**src/rtl/cnn_argmax_result.sv**
```systemverilog
// cnn_argmax_result
//   Captures the dense-3 score write stream, then scans the stored scores one
//   index per cycle to find the winning class (signed max, ties to lowest
//   index). The result is held until the next start.
// Ports
//   clk, rst_n            clock, async active-low reset
//   start                 one-cycle pulse, arms capture (also aborts a run)
//   wr_en/wr_addr/wr_data dense-3 write stream (class index, signed score)
//   layer_fin             dense-3 finished level, sampled in COLLECT only
//   res, res_valid, done  winning index (8'hFF = none), valid level, pulse
//   max_score             score of the winning class
//   busy                  high in COLLECT and SCAN
//   err                   sticky {missing, duplicate, out_of_range}
module cnn_argmax_result #(
  parameter int NUM_CLASSES = 10,
  parameter int DATA_WIDTH  = 16,
  parameter int ADDR_WIDTH  = 32
) (
  input  logic                  clk,
  input  logic                  rst_n,
  input  logic                  start,
  input  logic                  wr_en,
  input  logic [ADDR_WIDTH-1:0] wr_addr,
  input  logic [DATA_WIDTH-1:0] wr_data,
  input  logic                  layer_fin,
  output logic [7:0]            res,
  output logic                  res_valid,
  output logic                  done,
  output logic [DATA_WIDTH-1:0] max_score,
  output logic                  busy,
  output logic [2:0]            err
);

  // idx must reach NUM_CLASSES: that extra SCAN cycle registers the result
  localparam int IW = $clog2(NUM_CLASSES + 1);

  typedef enum logic [1:0] {S_IDLE, S_COLLECT, S_SCAN, S_DONE} state_t;

  state_t                                state;
  logic [NUM_CLASSES-1:0][DATA_WIDTH-1:0] score;
  logic [NUM_CLASSES-1:0]                mask;
  logic [NUM_CLASSES-1:0]                hit;
  logic                                  in_range;
  logic [IW-1:0]                         idx;
  logic [7:0]                            best_idx;
  logic signed [DATA_WIDTH-1:0]          best_score;
  logic                                  best_found;
  logic signed [DATA_WIDTH-1:0]          cur_score;
  logic                                  cur_mask;
  logic                                  take;

  // Full-width address decode: high address bits must not alias a class
  always_comb begin
    hit      = '0;
    in_range = (wr_addr < ADDR_WIDTH'(NUM_CLASSES));
    for (int i = 0; i < NUM_CLASSES; i++)
      hit[i] = (wr_addr == ADDR_WIDTH'(i));
  end

  // Scan read port; idx == NUM_CLASSES selects nothing
  always_comb begin
    cur_score = '0;
    cur_mask  = 1'b0;
    for (int i = 0; i < NUM_CLASSES; i++)
      if (idx == IW'(i)) begin
        cur_score = score[i];
        cur_mask  = mask[i];
      end
    // strict > keeps the lowest index on ties
    take = cur_mask && (!best_found || (cur_score > best_score));
  end

  always_ff @(posedge clk or negedge rst_n) begin
    if (!rst_n) begin
      state      <= S_IDLE;
      score      <= '0;
      mask       <= '0;
      idx        <= '0;
      best_idx   <= '0;
      best_score <= '0;
      best_found <= 1'b0;
      res        <= '0;
      res_valid  <= 1'b0;
      done       <= 1'b0;
      max_score  <= '0;
      busy       <= 1'b0;
      err        <= '0;
    end else begin
      done <= 1'b0;
      if (start) begin
        // entry to COLLECT from any state, including abort
        state     <= S_COLLECT;
        mask      <= '0;
        err       <= '0;
        res_valid <= 1'b0;
        res       <= 8'hFF;
        busy      <= 1'b1;
      end else begin
        case (state)
          S_COLLECT: begin
            if (wr_en) begin
              if (in_range) begin
                for (int i = 0; i < NUM_CLASSES; i++)
                  if (hit[i]) score[i] <= wr_data;
                mask <= mask | hit;
                if (|(mask & hit)) err[1] <= 1'b1;
              end else begin
                err[0] <= 1'b1;
              end
            end
            if (layer_fin) begin
              state      <= S_SCAN;
              idx        <= '0;
              best_found <= 1'b0;
              best_idx   <= '0;
              best_score <= '0;
            end
          end
          S_SCAN: begin
            if (idx == IW'(NUM_CLASSES)) begin
              state     <= S_DONE;
              busy      <= 1'b0;
              res_valid <= 1'b1;
              done      <= 1'b1;
              if (best_found) begin
                res       <= best_idx;
                max_score <= best_score;
              end else begin
                res       <= 8'hFF;
                max_score <= '0;
              end
              if (!(&mask)) err[2] <= 1'b1;
            end else begin
              if (take) begin
                best_found <= 1'b1;
                best_idx   <= 8'(idx);
                best_score <= cur_score;
              end
              idx <= idx + 1'b1;
            end
          end
          default: ; // IDLE and DONE wait for start
        endcase
      end
    end
  end

endmodule

```
**config.mk**
```make
export PLATFORM = sky130hd
export DESIGN_NAME = cnn_argmax_result
export DESIGN_NICKNAME = d
export VERILOG_FILES = /design/src/rtl/cnn_argmax_result.sv
export SDC_FILE = /design/constraint.sdc
export NUM_CORES = 1
export LEC_CHECK = 0
export ABC_AREA = 1
export CAP_MARGIN = 20
export CORE_ASPECT_RATIO = 0.9
export CORE_MARGIN = 4
export CORE_UTILIZATION = 31
export CTS_CLUSTER_SIZE = 20
export DETAILED_ROUTE_END_ITERATION = 16
export PLACE_DENSITY = 0.48
export SLEW_MARGIN = 10
export SYNTH_ARGS = -nofsm -noshare
export SYNTH_HDL_FRONTEND = slang
export SYNTH_SLANG_ARGS = --single-unit
```
**constraint.sdc**
```tcl
create_clock -name clk -period 7.1 [get_ports clk]
set_input_delay 0.71 -clock clk [delete_from_list [all_inputs] [get_ports clk]]
set_output_delay 0.71 -clock clk [all_outputs]
set_load 0.02 [all_outputs]
```
# After elaboration in Yosys (flattened, before gate mapping)
# Cells that the tools add are included.
[op_classes]
add_sub_neg = 1
magnitude_cmp = 2
n_eq_ne = 28
mux = 66
bitwise = 3
n_reduce_logical = 34
[ops]
columns = ["cell", "n"]
rows = [
  ["16-bit 2-to-1 mux", 14],
  ["32-bit by 3-bit == test with 1-bit output (second input constant)", 4],
  ["32-bit by 2-bit == test with 1-bit output (second input constant)", 2],
  ["32-bit by 4-bit == test with 1-bit output (second input constant)", 2],
  ["8-bit 2-to-1 mux", 7],
  ["5-bit AND reduction", 11],
  ["10-bit 2-to-1 mux", 4],
  ["32-bit by 1-bit == test with 1-bit output (second input constant)", 1],
  ["32-bit zero test", 1],
  ["32-bit by 4-bit less-than comparator with 1-bit output (second input constant)", 1],
  ["16-bit one-hot mux with 2 select lines", 1],
  ["1-bit 2-to-1 mux", 28],
  ["4-bit by 3-bit == test with 1-bit output (second input constant)", 4],
  ["16-bit greater-than comparator", 1],
  ["8-bit one-hot mux with 2 select lines", 1],
  ["3-bit AND reduction", 5],
  ["2-bit nonzero test", 7],
  ["4-bit == test (second input constant)", 3],
  ["10-bit AND", 1],
  ["2-bit 2-to-1 mux", 5],
  ["2-bit inequality test (second input constant)", 5],
  ["10-bit bitwise OR", 1],
  ["10-bit AND reduction", 1],
  ["10-bit OR reduction", 1],
  ["other kinds (19)", 23],
]
[totals]
reg_bits = 231
output_inout_bits = 30

# Longest topological paths before layout
# Gate-level depths: netlist of the first run.
[logic_depth]
word_depth = 17
ltp_mapped = 32
depth_no_buf = 32

# Least setup slack after synthesis of the first run
# No wires, ideal clock.
[synth_path]
path_type = "register to register"
from = "register idx[0]"
to = "register best_idx[0]"
setup_ns = 0.120
t_arrival_ns = 3.111
required_ns = 6.980
slack_ns = 3.868
stages_incl_launch_ff = 24
n_path_buf = 2
synth_period_minus_slack_ns = 3.232
path_cell_list = "dfrtp_1 inv_1 ha_1 inv_1 nor2_1 inv_2 clkbuf_1 or2_2 nand3_1 nand3b_1 nand2_1 inv_1 ha_1 a21oi_1 a21oi_1 nor2_1 nand2_1 nand2_1 nand3_1 nand2_1 nand3_4 buf_6 nand3_2 o21ai_2"
[synth_between]
elab_chain_cells = 16
word_cells_on_any_way = 40
[synth_rtl]
columns = ["item", "line_no", "source"]
rows = [
  ["from (decl)", "44", "logic [IW-1:0] idx;"],
  ["from (signal assigned)", "139", "idx <= idx + 1'b1;"],
  ["4-bit zero test", "65", "if (idx == IW'(i)) begin"],
  ["16-bit 2-to-1 mux (10 in a row)", "65", ""],
  ["16-bit greater-than comparator", "70", "take = cur_mask && (!best_found || (cur_score > best_score));"],
  ["1-bit logical OR", "70", ""],
  ["1-bit logical AND", "70", ""],
  ["2-bit inequality test (no source line)", "-", ""],
  ["5-bit AND reduction (no source line)", "-", ""],
  ["to (signal assigned)", "136", "best_idx <= 8'(idx);"],
  ["to (decl)", "45", "logic [7:0] best_idx;"],
]
# Several ways; a longest one is shown, not always the timed one. The select of a mux whose other input is x is not followed.
# A chain may end at the register's enable or synchronous reset.

# Final worst setup path of the first run
[layout_path]
from = "register idx[1]"
to = "register best_idx[3]"
[layout_between]
elab_chain_cells = 16
word_cells_on_any_way = 37
[layout_rtl]
columns = ["item", "line_no"]
rows = [
  ["4-bit zero test", "65"],
  ["16-bit 2-to-1 mux (10 in a row)", "65"],
  ["16-bit greater-than comparator", "70"],
  ["1-bit logical OR", "70"],
  ["1-bit logical AND", "70"],
  ["2-bit inequality test (no source line)", "-"],
  ["5-bit AND reduction (no source line) *", "-"],
]
# Every way passes the cells marked *; elsewhere a longest branch is shown, timed or not.

==> results.py, run 1 <==
metrics = {
    "run_status": {
        "status": "complete, no violations",
    },
    "floorplan": {
        "start_util": 0.3167,
        "die_area_sq_um": 39170,
        "core_region_area_sq_um": 35300,
        "rows": 65,
        "die_h_microns": 188.1,
        "ioPinCount": 83,
        "die_x_microns": 208.2,
    },
    "placed_design": {
        "place_congestion": 0.8061,
        "dp_hpwl_mm": 21.41,
        "io_buffers": 82,
        "dp_slack_ps": 1726,
    },
    "routing": {
        "vias": 9225,
        "viasPerCell": 4.767,
        "wl_per_cell_microns": 16.65,
        "dr.pass1.iters": 7,
        "wl_mm": 32.22,
        "drc": 0,
        "drt_iter0_drc": 669,
        "ant_nets": 0,
    },
    "yosys": {
        "avgSynthCellArea_sq_um": 8.042,
        "synthSimpleGateAreaFrac": 0.2906,
        "syn_inst": 1390,
        "synth_mux_area_frac": 0,
        "ys_seq_elements": 224,
        "synth_top_family_by_area": "simple AND/OR/NAND/NOR gates",
        "synthesis.area_sq_um": 11180,
        "synth_fp_nets": 1463,
        "yosysWarnings": 0,
        "synthXorXnorAreaFrac": 0,
        "synth_compound_area_frac": 0.1116,
        "synthAdderAreaFrac": 0.02239,
        "yosysUniqueCellTypes": 43,
        "ys_seq_area_frac": 0.5015,
    },
    "final_layout": {
        "register_area_sq_um": 5605,
        "antenna_cells": 0,
        "area_growth_pct": 18.99,
        "multi_input_area_sq_um": 4746,
        "fill_cells": 3726,
        "drive_gt1_frac": 0.1010,
        "nets": 1519,
    },
    "clock_network": {
        "postCtsSetupBuffers": 0,
        "cts.sinks": 224,
        "post_cts_resized": 0,
        "cts_root_buffer": "clkbuf_16",
        "cts_hold_buf": 0,
        "clk_pin_slew_worst_paths_ps": 60,
        "cts_inserted_buffers": 27,
        "clock_latency_ps": 540,
        "cts_htree_levels": 1,
        "cts_tree": "done",
        "clockBufferDepth": 3,
    },
    "global_route": {
        "track_usage": 0.1639,
        "grt_use_met2": 0.2586,
        "grt_pass1_wl_mm": 52.81,
        "grt_start_max_net_pins": 110,
        "use_met3": 0.01940,
        "gr-max-usage-layer": "met2",
        "globalRouteOverflowTotal": 0,
        "met1_usage": 0.2406,
        "antenna_found_initial": 0,
        "grt_pass1_vias": 9168,
    },
    "flow_run": {
        "maxCapViolations": 0,
    },
    "critical_path": {
        "critPathRequiredTime_ps": 7530,
        "critPathSlowestCell": "nand4_1",
        "path_class": "reg2reg",
        "r2r-start": "idx[1]",
        "arrival_ps": 5760,
        "start_kind": "flip-flop",
        "cp-end-kind": "flip-flop",
        "worstPathCellList": "inv_1 > ha_1 > inv_2 > nor2_1 > inv_1 > or2_2 > nand2_1 > inv_1 > ha_1 > a21oi_1 > o21a_1 > nand2_1 > nand2_1 > nand2_1 > nand2_1 > nand3_1 > nand2_1 > nand4_1 > o21ai_0",
        "cpPeakStageDelay_ps": 650,
        "cpMostUsedCell": "nand2_1",
        "startpoint": "idx[1]",
        "cp_max_fo": 31,
    },
    "sta": {
        "fin_ws_ps": 1768,
        "maxSlewViolCount": 0,
        "setup_tns_ps": 0,
        "rsz0062_at_grt": "false",
        "finalCritPeriodShare": 0.7510,
        "finalSetupViolCount": 0,
        "tightest_slew_ps": 1054,
        "min_period_ps": 5332,
        "slew_headroom": 0.2964,
        "clock.fmax_mhz": 187.5,
        "hold_violations": 0,
        "skew_ps": 12.10,
    },
    "pwr": {
        "irDropWorstVdd_v": 0.0001617,
        "p_leak_nw": 6.219,
        "power_density_nw_per_um2": 217.5,
    },
    "min_path": {
        "hp-class": "in2async",
    },
}
## stage by stage
step	instances	power, W	util	hold WS [ps]	instance area [sq um]
3_3_place_gp	1885	0.001512	0.3507	456.4	12380
2_1_floorplan	1390	0.001409	-	414.4	11180
6_report	1935	0.002894	0.3769	228.1	13300
5_1_grt	1935	0.003014	0.3769	309.3	13300
4_1_cts	1934	0.002939	0.3764	292.0	13290
3_5_place_dp	1885	0.001512	0.3507	459.1	12380
## kinds of logic after synthesis
logic type      after synthesis
simple gates                713
compound gates              232
fa+ha+maj                    20
buf+inv                     201
flops                       224
## worst max-delay path, delay by kind of cell (launching register included)
kind / cells / cell delay (ps)
flip-flops: 1 / 410
adder cells (fa/ha/maj): 2 / 900
AND/OR/NAND/NOR: 10 / 2010
AO/OA/AOI/OAI: 3 / 780
buffers and inverters: 4 / 1110
## layout by cell type (no fill, tap or decap), drive strengths merged
master,instances
a21oi,14
a22o,1
a31oi,2
and3,1
buf,20
bufinv,2
clkbuf,41
clkdlybuf4s50,81
clkinv,4
clkinvlp,1
dfrtp,224
ha,20
inv,128
nand2,428
nand3,135
nand3b,6
nand4,33
nor2,55
nor3,13
nor3b,1
nor4,2
o21a,1
o21ai,208
o21bai,1
o22a,4
o41ai,1
or2,39
## report_power, final
| part | switching (W) | internal [W] | total (W) | leakage (nW) |
|---|---|---|---|---|
| clock network | 0.000553 | 0.000855 | 0.00141 | 0.447 |
| logic | 0.000139 | 0.0000635 | 0.000202 | 2.68 |
| registers | 0.00000308 | 0.00128 | 0.00128 | 3.09 |
## synth_stat cells, drive strengths merged
cell	number	area share
nor2	55	0.022
a31oi	2	0.0011
buf	26	0.015
nor3b	1	0.00067
a21oi	14	0.0083
clkinv	1	0.00034
inv	126	0.043
o41ai	1	0.00078
nand4	33	0.018
nor3	13	0.0063
clkbuf	48	0.016
ha	20	0.022
nor4	2	0.0017
nand2	428	0.14
o21bai	1	0.00067
dfrtp	224	0.50
o21ai	208	0.096
or2	39	0.022
nand3	135	0.071
o21a	1	0.00067
o22a	4	0.0031
a22o	1	0.00078
and3	1	0.00056
nand3b	6	0.0040
## layer usage
| metal | up-vias | wire length (microns) |
|---|---|---|
| li1 | 4620 | - |
| met1 | 4383 | 16020 |
| met2 | 179 | 14280 |
| met3 | 43 | 1125 |
| met4 | 0 | 792 |
| met5 | - | 0 |
## final timing paths
path                               end  slack [ps]  cells after the start
max                        best_idx[3]        1770                     19
min                             err[1]         230                      1
max in group asynchronous   score[157]        5420                      2
min reg2reg                       busy         470                      2
max reg2reg                best_idx[3]        1770                     19
min in group clk                  busy         470                      2
## cell type report
class / instances / area share
timing repair buffer: 101 / 0.07337
clock inverter: 8 / 0.007525
tap: 469 / 0.04412
multi-input combinational: 965 / 0.3568
sequential: 224 / 0.4214
inverter: 127 / 0.03603
clock buffer: 41 / 0.06077
## state kept, by name, summed over array words and instances, names as in the netlist
signal	count
res_valid	1
state	2
best_idx	4
best_found	1
res	5
done	1
max_score	16
busy	1
err	3
mask	10
score	160
idx	4
best_score	16
Note: power is estimated with default switching activity, not from simulation.
==> run 2, diff against run 1 <==
Clock period 7.1 ns to 5.27 ns, I/O delays scaled along.
==> run 2 against run 1 <==
  * Combinational power increased by 39%
  * Sequential power is 35% higher
  * Non-clock buffer count increased by 2
  * First-iteration DRC count shrank 6.7%
  * Clock power grew 38%
  * Die area did not move
  * Largest power group unchanged
==> results.py, run 2 (synthesized netlist as in run 1, its figures left out) <==
metrics = {
    "clock_network": {
        "clock_latency_ps": 540,
        "cts_tree": "done",
        "post_cts_resized": 0,
        "clk_pin_slew_worst_paths_ps": 60,
        "clockBufferDepth": 3,
        "cts.sinks": 224,
        "cts_inserted_buffers": 27,
        "cts_hold_buf": 0,
        "postCtsSetupBuffers": 0,
        "cts_root_buffer": "clkbuf_16",
        "cts_htree_levels": 1,
    },
    "sta": {
        "skew_ps": 15.07,
        "hold_violations": 0,
        "maxSlewViolCount": 0,
        "min_period_ps": 4547,
        "tightest_slew_ps": 964.2,
        "rsz0062_at_grt": "false",
        "finalSetupViolCount": 0,
        "slew_headroom": 0.3565,
        "clock.fmax_mhz": 219.9,
        "finalCritPeriodShare": 0.8628,
        "setup_tns_ps": 0,
    },
    "global_route": {
        "globalRouteOverflowTotal": 0,
        "grt_start_max_net_pins": 116,
        "track_usage": 0.1629,
        "grt_pass1_vias": 9503,
        "antenna_found_initial": 0,
        "grt_pass1_wl_mm": 52.66,
    },
    "routing": {
        "viasPerCell": 4.811,
        "wl_per_cell_microns": 16.35,
        "drc": 0,
        "drt_iter0_drc": 624,
        "vias": 9315,
        "dr.pass1.iters": 5,
        "wl_mm": 31.65,
        "ant_nets": 0,
    },
    "floorplan": {
        "rows": 65,
        "ioPinCount": 83,
        "die_area_sq_um": 39170,
        "start_util": 0.3167,
        "die_h_microns": 188.1,
        "core_region_area_sq_um": 35300,
        "die_x_microns": 208.2,
    },
    "critical_path": {
        "r2r_end": "best_score[8]",
        "arrival_ps": 5020,
        "r2r_slack_ps": 720,
        "reg2regPathDepth": 22,
        "r2r-start": "idx[1]",
        "path_class": "reg2reg",
        "cp-end-kind": "flip-flop",
        "critPathRequiredTime_ps": 5750,
        "cp_max_fo": 31,
        "start_kind": "flip-flop",
    },
    "run_status": {
        "status": "complete, no violations",
    },
    "min_path": {
        "hp-class": "in2async",
    },
    "placed_design": {
        "dp_hpwl_mm": 21.48,
        "dp.cells": 1887,
        "io_buffers": 82,
        "place_congestion": 0.8407,
    },
    "pwr": {
        "power_density_nw_per_um2": 295.4,
        "p_leak_nw": 6.257,
        "irDropWorstVdd_v": 0.0002025,
    },
    "final_layout": {
        "antenna_cells": 0,
        "final_common_cell": "nand2_1",
        "nets": 1521,
        "final_cell_mix": "nand2_1, dfrtp_1, o21ai_0",
        "drive_gt1_frac": 0.1016,
        "fin_cells": 1936,
        "area_growth_pct": 19.82,
        "reg_top3": "score x160, best_score x16, max_score x16",
        "largest_reg_flops": 160,
        "largest-register": "score",
    },
    "flow_run": {
        "maxCapViolations": 0,
    },
}
## run 2: cell types whose count changed in the layout (fill, tap and decap cells not counted), sizes merged
cell,previous run,this run
inv,128,127
bufinv,2,4
buf,20,22
clkbuf,41,38
clkinvlp,1,2
## run 2: report_power, final
part	internal [W]	switching (W)	leakage, nW
registers	0.00172	0.00000426	3.09
logic	0.0000920	0.000189	2.71
clock network	0.00120	0.000742	0.449
## run 2: worst max path at each step
| stage | start | to | cells past startpoint |
|---|---|---|---|
| after floorplan | idx[0] | best_idx[0] | 23 |
| after global placement | idx[1] | best_score[15] | 22 |
| after detailed placement | idx[1] | best_score[3] | 22 |
| after CTS | idx[1] | best_score[15] | 22 |
| after global routing | idx[1] | best_score[9] | 22 |
| final | idx[1] | best_score[8] | 22 |
## run 2: final cells by class
class / instances / area [sq um]
clock buffer: 38 / 767.0
clock inverter: 10 / 158.9
fill: 3694 / 21900
inverter: 127 / 479.2
multi-input combinational: 965 / 4746
sequential: 224 / 5605
tap: 469 / 586.8
timing repair buffer: 103 / 1051
## run 2: worst max-delay path: stages (launching register included)
cell and delay, ps:
dfrtp_1 430, inv_1 160, ha_1 190, buf_4 210, inv_2 80, nor2_1 340
inv_1 530, or2_2 460, nand2_1 90, inv_1 60, ha_1 290, a21oi_1 220
o21a_1 140, nand2_1 40, nand2_1 70, nand2_1 50, nand2_1 50, nand3_1 80
nand2_1 130, nand3_4 370, nor2_8 320, nand2_1 80, nand2_1 60
## run 2: layer usage
metal / track usage / part of all wire
met4: 0.03663 / 0.021
met3: 0.02275 / 0.040
met5: 0 / 0
met1: 0.2332 / 0.48
met2: 0.2643 / 0.46
## run 2: metrics by stage
stage,total power (W),setup slack [ps],hold slack [ps],utilization,cell area [sq um]
after floorplan,0.001898,2038,231.4,-,11180
after global placement,0.002046,618.5,458.8,0.3508,12380
after detailed placement,0.002044,681.3,465.3,0.3525,12440
after CTS,0.004021,659.7,126.8,0.3787,13370
after global routing,0.004125,217.4,169.9,0.3795,13390
final,0.003957,723.0,102.2,0.3795,13390
==> run 3, diff against run 2 <==
Settings changed: CTS_BUF_LIST set to sky130_fd_sc_hd__clkbuf_8.
==> run 3 against run 2 <==
  * Critical path depth is the same
  * First-iteration DRC count down 2.1%
  * Via count increased by 0.53%
  * Total power fell by 9.7%
  * Clock skew shrank 1.5 ps
==> results.py, run 3 (synthesized netlist as in run 1, its figures left out) <==
metrics = {
    "run_status": {
        "status": "complete, no violations",
    },
    "pwr": {
        "power_density_nw_per_um2": 270.5,
        "p_leak_nw": 6.223,
        "irDropWorstVdd_v": 0.0001226,
    },
    "sta": {
        "maxSlewViolCount": 0,
        "skew_ps": 13.59,
        "setup_tns_ps": 0,
        "finalSetupViolCount": 0,
        "rsz0062_at_grt": "false",
        "hold_violations": 0,
        "finalCritPeriodShare": 0.8781,
        "clock.fmax_mhz": 216.1,
        "tightest_slew_ps": 985.7,
        "whs_ps": 72.98,
        "min_period_ps": 4628,
        "slew_headroom": 0.3422,
    },
    "critical_path": {
        "r2r-start": "idx[1]",
        "r2r_slack_ps": 640,
        "critPathRequiredTime_ps": 5760,
        "cp_max_fo": 31,
        "path_class": "reg2reg",
        "arrival_ps": 5120,
        "cp-end-kind": "flip-flop",
        "r2r_end": "best_score[8]",
        "start_kind": "flip-flop",
        "reg2regPathDepth": 22,
    },
    "final_layout": {
        "area_growth_pct": 18.17,
        "fill_cells": 3747,
        "largest-register": "score",
        "largest_reg_flops": 160,
        "antenna_cells": 0,
        "drive_gt1_frac": 0.1092,
        "final_cell_mix": "nand2_1, dfrtp_1, o21ai_0",
        "nets": 1535,
        "reg_top3": "score x160, best_score x16, max_score x16",
        "final_common_cell": "nand2_1",
    },
    "floorplan": {
        "die_h_microns": 188.1,
        "rows": 65,
        "die_area_sq_um": 39170,
        "core_region_area_sq_um": 35300,
        "die_x_microns": 208.2,
        "start_util": 0.3167,
        "ioPinCount": 83,
    },
    "global_route": {
        "grt_use_met2": 0.2614,
        "track_usage": 0.1645,
        "grt_pass1_wl_mm": 52.94,
        "antenna_found_initial": 0,
        "grt_start_max_net_pins": 116,
        "gr-max-usage-layer": "met2",
        "met1_usage": 0.2332,
        "globalRouteOverflowTotal": 0,
        "grt_pass1_vias": 9573,
        "use_met3": 0.02877,
    },
    "min_path": {
        "hp-class": "in2async",
    },
    "flow_run": {
        "maxCapViolations": 0,
    },
    "clock_network": {
        "cts_tree": "done",
        "clk_pin_slew_worst_paths_ps": 60,
        "cts.sinks": 224,
        "clockBufferDepth": 3,
        "postCtsSetupBuffers": 0,
        "clock_latency_ps": 560,
        "cts_hold_buf": 0,
        "cts_root_buffer": "clkbuf_8",
        "post_cts_resized": 0,
        "cts_inserted_buffers": 41,
        "cts_htree_levels": 2,
    },
    "routing": {
        "vias": 9364,
        "ant_nets": 0,
        "drc": 0,
        "drt_iter0_drc": 611,
        "wl_mm": 31.88,
        "viasPerCell": 4.797,
        "wl_per_cell_microns": 16.33,
        "dr.pass1.iters": 5,
    },
    "placed_design": {
        "dp_hpwl_mm": 21.48,
        "place_congestion": 0.8407,
        "io_buffers": 82,
    },
}
==> run 3: cell types whose count changed in the layout (fill, tap and decap cells not counted), moves of 4 or more <==
cell / change
clkbuf_1: -6
clkbuf_16: -27
bufinv_16: -4
inv_1: +9
clkbuf_8: +43
==> run 3: how the worst max path moves through the flow <==
stage               slack (ps)        endpoint  cells after the start   start
floorplan                 2040     best_idx[0]                     23  idx[0]
global placement           620  best_score[15]                     22  idx[1]
detailed placement         680   best_score[3]                     22  idx[1]
CTS                        660  best_score[15]                     22  idx[1]
global route               200   best_score[9]                     22  idx[1]
finish                     640   best_score[8]                     22  idx[1]
==> run 3: per-layer routing <==
metal | share of wire | vias to the layer above
li1 | - | 4648
met1 | 0.48 | 4476
met2 | 0.45 | 188
met3 | 0.042 | 52
met4 | 0.021 | 0
met5 | 0 | -
==> run 3: cell type report <==
class	instances	area [sq um]	share of cell area
timing repair buffer	103	1051	0.07957
clock inverter	16	80.08	0.006062
clock buffer	48	660.6	0.05001
sequential	224	5605	0.4244
inverter	127	479.2	0.03628
tap	469	586.8	0.04443
multi-input combinational	965	4746	0.3593
==> run 3: metrics by stage <==
stage | setup WS (ps) | power (W) | instance area, sq um | instances | util
floorplan | 2038 | 0.001898 | 11180 | 1390 | -
global placement | 618.5 | 0.002046 | 12380 | 1884 | 0.3508
detailed placement | 681.3 | 0.002044 | 12440 | 1887 | 0.3525
CTS | 655.7 | 0.003636 | 13180 | 1951 | 0.3734
global route | 202.9 | 0.003752 | 13210 | 1952 | 0.3742
finish | 642.4 | 0.003573 | 13210 | 1952 | 0.3742
==> run 3: critical path: stages (launching register included) <==
cell and delay (ps):
dfrtp_1 430, inv_1 170, ha_1 190, buf_4 220, inv_2 80, nor2_1 360
inv_1 550, or2_2 470, nand2_1 90, inv_1 60, ha_1 290, a21oi_1 250
o21a_1 140, nand2_1 40, nand2_1 70, nand2_1 50, nand2_1 50, nand3_1 80
nand2_1 130, nand3_4 370, nor2_8 320, nand2_1 80, nand2_1 60
==> run 3: power breakdown <==
part	switching [W]	leakage (nW)	internal, W
Clock	0.000741	0.415	0.000821
Combinational	0.000189	2.71	0.0000920
Sequential	0.00000442	3.09	0.00173
